===== src/rtl/mux_pkg.sv =====
// Shared constants for the 8:1 operand multiplexer: select codes and default width.
package mux_pkg;

    localparam int MUX_DEFAULT_N = 32;

    localparam logic [2:0] SEL_I0 = 3'd0;
    localparam logic [2:0] SEL_I1 = 3'd1;
    localparam logic [2:0] SEL_I2 = 3'd2;
    localparam logic [2:0] SEL_I3 = 3'd3;
    localparam logic [2:0] SEL_I4 = 3'd4;
    localparam logic [2:0] SEL_I5 = 3'd5;
    localparam logic [2:0] SEL_I6 = 3'd6;
    localparam logic [2:0] SEL_I7 = 3'd7;

endpackage


===== src/rtl/mux_2NtoN.sv =====
// N-bit 2:1 multiplexer; the leaf cell of the 8:1 select tree.
module mux_2NtoN
    import mux_pkg::*;
#(
    parameter int N = MUX_DEFAULT_N
) (
    input  logic [N-1:0] I0,
    input  logic [N-1:0] I1,
    input  logic         S,
    output logic [N-1:0] O
);

    assign O = S ? I1 : I0;

endmodule


===== src/rtl/mux_8n_to_n.sv =====
// N-bit 8:1 mux with enable, registered copy O_q, and optional parity register
// O_par enabled by defining MUX8_PARITY_EN.
module mux_8n_to_n
    import mux_pkg::*;
#(
    parameter int N = MUX_DEFAULT_N
) (
    input  logic         clk,
    input  logic         rst,
    input  logic [N-1:0] I0,
    input  logic [N-1:0] I1,
    input  logic [N-1:0] I2,
    input  logic [N-1:0] I3,
    input  logic [N-1:0] I4,
    input  logic [N-1:0] I5,
    input  logic [N-1:0] I6,
    input  logic [N-1:0] I7,
    input  logic [2:0]   S,
    input  logic         enable,
    output logic [N-1:0] O,
    output logic [N-1:0] O_q,
    output logic         O_par
);

    logic [N-1:0] lvl0 [8];
    logic [N-1:0] lvl1 [4];
    logic [N-1:0] lvl2 [2];
    logic [N-1:0] tree_out;
    logic [N-1:0] o_q_reg;

    assign lvl0[0] = I0;
    assign lvl0[1] = I1;
    assign lvl0[2] = I2;
    assign lvl0[3] = I3;
    assign lvl0[4] = I4;
    assign lvl0[5] = I5;
    assign lvl0[6] = I6;
    assign lvl0[7] = I7;

    genvar gi;
    generate
        for (gi = 0; gi < 4; gi++) begin : g_stage0
            mux_2NtoN #(.N(N)) u_mux (
                .I0(lvl0[2*gi]), .I1(lvl0[2*gi+1]), .S(S[0]), .O(lvl1[gi])
            );
        end
        for (gi = 0; gi < 2; gi++) begin : g_stage1
            mux_2NtoN #(.N(N)) u_mux (
                .I0(lvl1[2*gi]), .I1(lvl1[2*gi+1]), .S(S[1]), .O(lvl2[gi])
            );
        end
    endgenerate

    mux_2NtoN #(.N(N)) u_stage2 (
        .I0(lvl2[0]), .I1(lvl2[1]), .S(S[2]), .O(tree_out)
    );

    // AND gating keeps an unknown enable visible as X rather than masking it.
    assign O = tree_out & {N{enable}};

    always_ff @(posedge clk or negedge rst) begin
        if (!rst) o_q_reg <= '0;
        else      o_q_reg <= O;
    end
    assign O_q = o_q_reg;

`ifdef MUX8_PARITY_EN
    logic par_reg;
    always_ff @(posedge clk or negedge rst) begin
        if (!rst) par_reg <= 1'b0;
        else      par_reg <= ^O;
    end
    assign O_par = par_reg;
`else
    assign O_par = 1'b0;
`endif

endmodule


===== config.mk =====
export PLATFORM = sky130hd
export DESIGN_NAME = mux_8n_to_n
export DESIGN_NICKNAME = d
export VERILOG_FILES = /design/src/rtl/mux_pkg.sv /design/src/rtl/mux_2NtoN.sv /design/src/rtl/mux_8n_to_n.sv
export SDC_FILE = /design/constraint.sdc
export NUM_CORES = 1
export LEC_CHECK = 0
export CAP_MARGIN = 20
export CORE_AREA = 3 3 127 129
export DETAILED_ROUTE_END_ITERATION = 10
export DIE_AREA = 0 0 130 132
export HOLD_SLACK_MARGIN = 0.15
export PLACE_DENSITY = 0.7
export SYNTH_ARGS = -nofsm -noshare
export SYNTH_HDL_FRONTEND = slang
export SYNTH_SLANG_ARGS = --single-unit

===== constraint.sdc =====
create_clock -name clk -period 3.15 [get_ports clk]
set_input_delay 0.315 -clock clk [delete_from_list [all_inputs] [get_ports clk]]
set_output_delay 0.315 -clock clk [all_outputs]
set_load 0.05 [all_outputs]

==> results of run 1 <==
[metrics by stage]
| step | utilization, % | cells |
|---|---|---|
| floorplan | - | 256 |
| global route | 46.17 | 756 |
| detailed placement | 45.19 | 748 |
| global placement | 45.19 | 748 |
| finish | 46.17 | 756 |
| CTS | 46.17 | 756 |
[logic make-up after synthesis]
kind of cell    Yosys count  synth area share [%]
other cells               1                0.1179
simple gates              2                0.4721
compound gates           64                 19.54
flops                    32                 25.17
buf+inv                  61                 10.66
mux                      96                 44.04
[cell type report]
cell class,count,area share (%)
Sequential cell,32,11.45
Clock buffer,6,1.986
Tap cell,188,3.364
Inverter,32,1.718
Multi-Input combinational cell,163,29.27
Clock inverter,2,0.1431
Timing Repair Buffer,333,52.07
[how the worst min path moves through the flow]
stage	endpoint	slack, ns	cells past startpoint
detailed placement	O_q[22]	0.47	1
floorplan	O_q[0]	0.02	0
CTS	O_q[27]	0.16	1
global route	O_q[27]	0.20	1
global placement	O_q[22]	0.46	1
finish	O_q[27]	0.15	1
[cell usage after synthesis, drive strengths merged]
library cell / n
dfrtp: 32
a221oi: 32
mux4: 32
mux2i: 32
nand2b: 1
buf: 20
mux2: 32
conb: 1
o21ai: 32
nor2: 1
clkbuf: 9
inv: 32
[worst max-delay path, cell delays in order]
cell,delay [ns]
buf_2,0.56
nand2b_2,0.61
o21ai_0,0.41
a221oi_2,0.10
buf_12,0.23
[power groups by stage]
stage                     clock, W  sequential (W)  combinational (W)
final                     0.000513        0.000457            0.00119
after global routing      0.000549        0.000460            0.00124
after CTS                 0.000534        0.000458            0.00119
after detailed placement         0        0.000465            0.00119
after global placement           0        0.000465            0.00118
after floorplan                  0        0.000596           0.000430
[metal layers]
| metal | vias to the layer above | part of all wire, % | routed length, um |
|---|---|---|---|
| met5 | - | 0 | 0 |
| met4 | 0 | 2.7 | 416 |
| met3 | 28 | 9.7 | 1499 |
| met2 | 222 | 53 | 8191 |
| met1 | 1670 | 34 | 5269 |
| li1 | 1622 | - | - |
==> impl_results.md, run 1 <==
* TritonCTS clock tree: done
* Antenna violations before repair at 0
* Number of warnings issued by yosys at 0
* Post-synthesis sequential area ratio at 25.17%
* Pwr Total at 0.002157 W
* Worst Setup SP: S[1]
* Top cells by area, synth: dfrtp_1 25%, mux4_2 23%, a221oi_2 14%
* Maximum clock frequency at 390.4 MHz
* Pre-CTS setup slack at 0.5412 ns
* Met1 Use GR at 17.08%
* Cell taking the most area after synthesis: dfrtp_1
* Met2 usage at 32.32%
* Gpl congestion at 0.8148
* Minimum clock period at 2.562 ns
* Clock Pin Slew Worst Setup and Hold Paths at 0.06 ns
* Area Overhead vs Synth at 119.8%
* Status: completed
* Max FFs per register at 32
* Diodes inserted at 0
* Drt first-iter violations at 90
* Largest net degree at the start of global routing at 50
* CTS max path bufs at 2
* Sw Pwr at 0.0007634 W
* Avg WL per Cell at 20.34 um
* Sequential share of power at 21.2%
* DIE AREA at 17160 um^2
* GR met3 Demand/Resource at 5.835%
* Post-CTS Resized at 0
* Sw frac at 35.40%
* Int Pwr at 0.001393 W
* Final Hold Fails at 0
* Area of the multi-input gates at 2047 um^2
* Die Width at 130 um
* Setup violations, final at 0
* #FFs+latches synth at 32
* Fillers at 1359
* Clock Sinks at 32
* Via density at 4.685
* Nets@finish at 829
* I/O Pins at 327
* Flip-flop and latch area at 800.8 um^2
* GRT busiest layer: met2
* Total GRT Usage at 17.09%
* Core area at 15150 um^2
* Remaining global-route overflow at 0
* Req. time, crit path at 2.83 ns
* Yosys top cell area share at 25.17%
* Port Buffers at 325
* Dpl hpwl at 12640 um
* Power per cell area at 308.4 nW/um^2
* Clock Power Share at 23.8%
* Hold slack at 0.1502 ns
* Drt total wl at 15380 um
* Post-CTS setup buffer count at 0
* Synthesized Nets at 518
* Worst Setup Slack, final at 0.5885 ns
* Hold Crit Class: input pin to async pin
* CTS Hold Buffers Added at 0
* DRC Markers at 0
* Crit end category: output pin
* Antenna viol nets, final at 0
* Commonest non-fill, non-tap cell in the layout: clkdlybuf4s50_1
* CTS H-tree depth at 2
* Worst-Margin Slew at 1.110 ns
* Rows at 45
* Synthesized area per cell at 12.43 um^2
* Slew Viols, Final at 0
* Final Cycle Share at 81.32%
* Logic pwr share at 55.0%
* CP arrival at 2.25 ns
* Critical path type: input pin to output pin
* Peak supply drop at 177.5 uV
* Lkg Pwr at 2.815 nW
* Mapped Area at 3182 um^2
* Most frequent cells in the layout: 289 x clkdlybuf4s50_1, 34 x buf_12
* Initial Util at 21.01%
* Crit path launch type: input pin
* First drt pass iteration count at 4
* Worst setup path end: O[20]
* Die height at 132 um
* Library cells used by synthesis at 17
* Routed vias at 3542
* Root Buffer Master: clkbuf_16
* Vias in the first global route at 3945
* Mapped Cells at 256
* First-pass GRT wire length at 22240 um
* RSZ-0062 raised after global routing: no
* Share of cells above drive strength 1 at 25.88%
* Setup TNS Final at 0 ns
* CP max FO at 32
* Max-slew headroom at 25.83%
* Post-Layout Inst Area at 6993 um^2
* Cts bufs inserted at 5
* Post-DP Area at 6844 um^2
* Max_cap viols at 0
(Power assumes the default switching activity.)
==> run 2, diff against run 1 <==
--- a/config.mk
+++ b/config.mk
@@ -10,7 +10,7 @@
 export DETAILED_ROUTE_END_ITERATION = 10
 export DIE_AREA = 0 0 130 132
 export HOLD_SLACK_MARGIN = 0.15
-export PLACE_DENSITY = 0.7
+export PLACE_DENSITY = 0.73
 export SYNTH_ARGS = -nofsm -noshare
 export SYNTH_HDL_FRONTEND = slang
 export SYNTH_SLANG_ARGS = --single-unit
==> constraint.sdc (replaced) <==
create_clock -name clk -period 2.1 [get_ports clk]
set_input_delay 0.21 -clock clk [delete_from_list [all_inputs] [get_ports clk]]
set_output_delay 0.21 -clock clk [all_outputs]
set_load 0.05 [all_outputs]
==> run 2 against run 1 <==
Count of clock-buffer cells in the layout stayed put. Non-clock buffer count is 8 higher. Total power is 51% higher. Sequential share of layout area is 0.13 points lower. Design area is 1.1% higher. Highest routed layer unchanged.
==> impl_results.md, run 2 (synthesized netlist as in run 1, its figures left out) <==
* Initial Util at 21.01% (unchanged)
* Slew Viols, Final at 0 (unchanged)
* Rows at 45 (unchanged)
* Port Buffers at 325 (unchanged)
* Peak supply drop at 249.4 uV (+40%)
* Final Hold Fails at 0 (unchanged)
* Max-slew headroom at 35.09% (+9.3 points)
* Minimum clock period at 2.015 ns
* Commonest non-fill, non-tap cell in the layout: clkdlybuf4s50_1
* Drt first-iter violations at 96 (+6.7%)
* Clock Sinks at 32 (unchanged)
* Via density at 4.758 (+1.6%)
* DRC Markers at 0 (unchanged)
* Post-DP Area at 6909 um^2 (+0.95%)
* Status: completed
* Hold slack at 0.4680 ns (+0.3178 ns)
* I/O Pins at 327 (unchanged)
* Nets@finish at 837 (+0.97%)
* Post-CTS setup buffer count at 0 (unchanged)
* Drt total wl at 15460 um (+0.53%)
* Core Util, Final at 46.69% (+0.52 points)
* Setup violations, final at 0 (unchanged)
* TritonCTS clock tree: done
* First drt pass iteration count at 4 (unchanged)
* Diodes inserted at 0 (unchanged)
* CTS H-tree depth at 2 (unchanged)
* Total GRT Usage at 17.19% (+0.10 points)
* Maximum clock frequency at 496.2 MHz
* Lkg Pwr at 2.859 nW (+1.6%)
* Antenna violations before repair at 0 (unchanged)
* RSZ-0062 raised after global routing: no
* Max_cap viols at 0 (unchanged)
* Crit path launch type: input pin
* First-pass GRT wire length at 22650 um (+1.8%)
* Req. time, crit path at 1.89 ns (-0.94 ns)
* Core area at 15150 um^2 (unchanged)
* Clock Pin Slew Worst Setup and Hold Paths at 0.06 ns (about the same)
* Worst setup path end: O[30]
* Routed vias at 3635 (+2.6%)
* Root Buffer Master: clkbuf_16
* Critical path type: input pin to output pin
* Final Cycle Share at 95.96%
* Share of cells above drive strength 1 at 26.74% (+0.86 points)
* Largest net degree at the start of global routing at 46 (-8.0%)
* Area Overhead vs Synth at 122.3%
* Die Width at 130 um (unchanged)
* Avg WL per Cell at 20.23 um (-0.52%)
* Hold Crit Class: input pin to register
* Most frequent cells in the layout: 289 x clkdlybuf4s50_1, 35 x buf_12
* Post-Layout Inst Area at 7072 um^2 (+1.1%)
* Max FFs per register at 32 (unchanged)
* Remaining global-route overflow at 0 (unchanged)
* Crit end category: output pin
* Die height at 132 um (unchanged)
* Gpl congestion at 0.8189 (+0.50%)
* Power per cell area at 461.1 nW/um^2 (+50%)
* Worst-Margin Slew at 0.9713 ns (-0.1386 ns)
* Worst Setup SP: S[0]
* DIE AREA at 17160 um^2 (unchanged)
* Antenna viol nets, final at 0 (unchanged)
* Placed cells at 755 (+0.94%)
* Pwr Total at 0.003261 W (+51%)
* Fin cells at 764 (+1.1%)
* CP arrival at 1.81 ns (-0.44 ns)
* Cts bufs inserted at 5 (unchanged)
* CP max FO at 23 (-28%)
* CTS max path bufs at 2 (unchanged)
* Dpl hpwl at 12730 um (+0.73%)
* Vias in the first global route at 4065 (+3.0%)
-- run 2: how the worst min path moves through the flow --
stage / start / endpoint / slack (ns) / depth (start not counted)
5_1_grt: S[2] / O_q[9] / 0.48 / 3
2_1_floorplan: rst / O_q[0] / -0.09 / 0
6_report: S[2] / O_q[9] / 0.47 / 3
4_1_cts: S[2] / O_q[9] / 0.47 / 3
3_3_place_gp: rst / O_q[22] / 0.36 / 1
3_5_place_dp: rst / O_q[22] / 0.37 / 1
-- run 2: repair_timing --
item / in CTS / in global routing
setup endpoints to repair: 0 / 2
gates resized for setup: 0 / 1
hold buffers: 1 / 0
hold endpoints to repair: 32 / 0
-- run 2: metrics by stage --
step,setup TNS [ns],setup WS [ns]
floorplan,-1.087,-0.2312
global placement,0,0.1147
detailed placement,0,0.07389
CTS,0,0.05831
global route,0,0.04717
finish,0,0.08487
-- run 2: worst max-delay path: stages --
cell and delay, ns:
buf_2 0.13, nor2_4 0.75, buf_4 0.29, a221oi_1 0.09, buf_4 0.17, buf_12 0.14
-- run 2: routing by layer --
| metal | GRT usage, % | routed length [um] | up-vias | part of all wire (%) |
|---|---|---|---|---|
| met5 | 0 | 0 | - | 0 |
| met2 | 31.63 | 8086 | 221 | 52 |
| met3 | 4.741 | 1333 | 27 | 8.6 |
| li1 | - | - | 1641 | - |
| met1 | 18.51 | 5601 | 1746 | 36 |
| met4 | 6.178 | 437 | 0 | 2.8 |
-- run 2: power by group --
group | leakage (nW) | internal, W | switching, W | total [W]
clock network | 0.0766 | 0.000468 | 0.000302 | 0.000771
logic | 2.38 | 0.000968 | 0.000836 | 0.00180
registers | 0.407 | 0.000670 | 0.0000151 | 0.000685
-- run 2: area by class of cell --
type | instances | area [um^2]
clock buffers | 6 | 138.9
multi-input cells | 163 | 2047
flip-flops and latches | 32 | 800.8
repair buffers | 341 | 3720
inverters | 32 | 120.1
clock inverters | 2 | 10.01
well taps | 188 | 235.2
fillers | 1366 | 8074
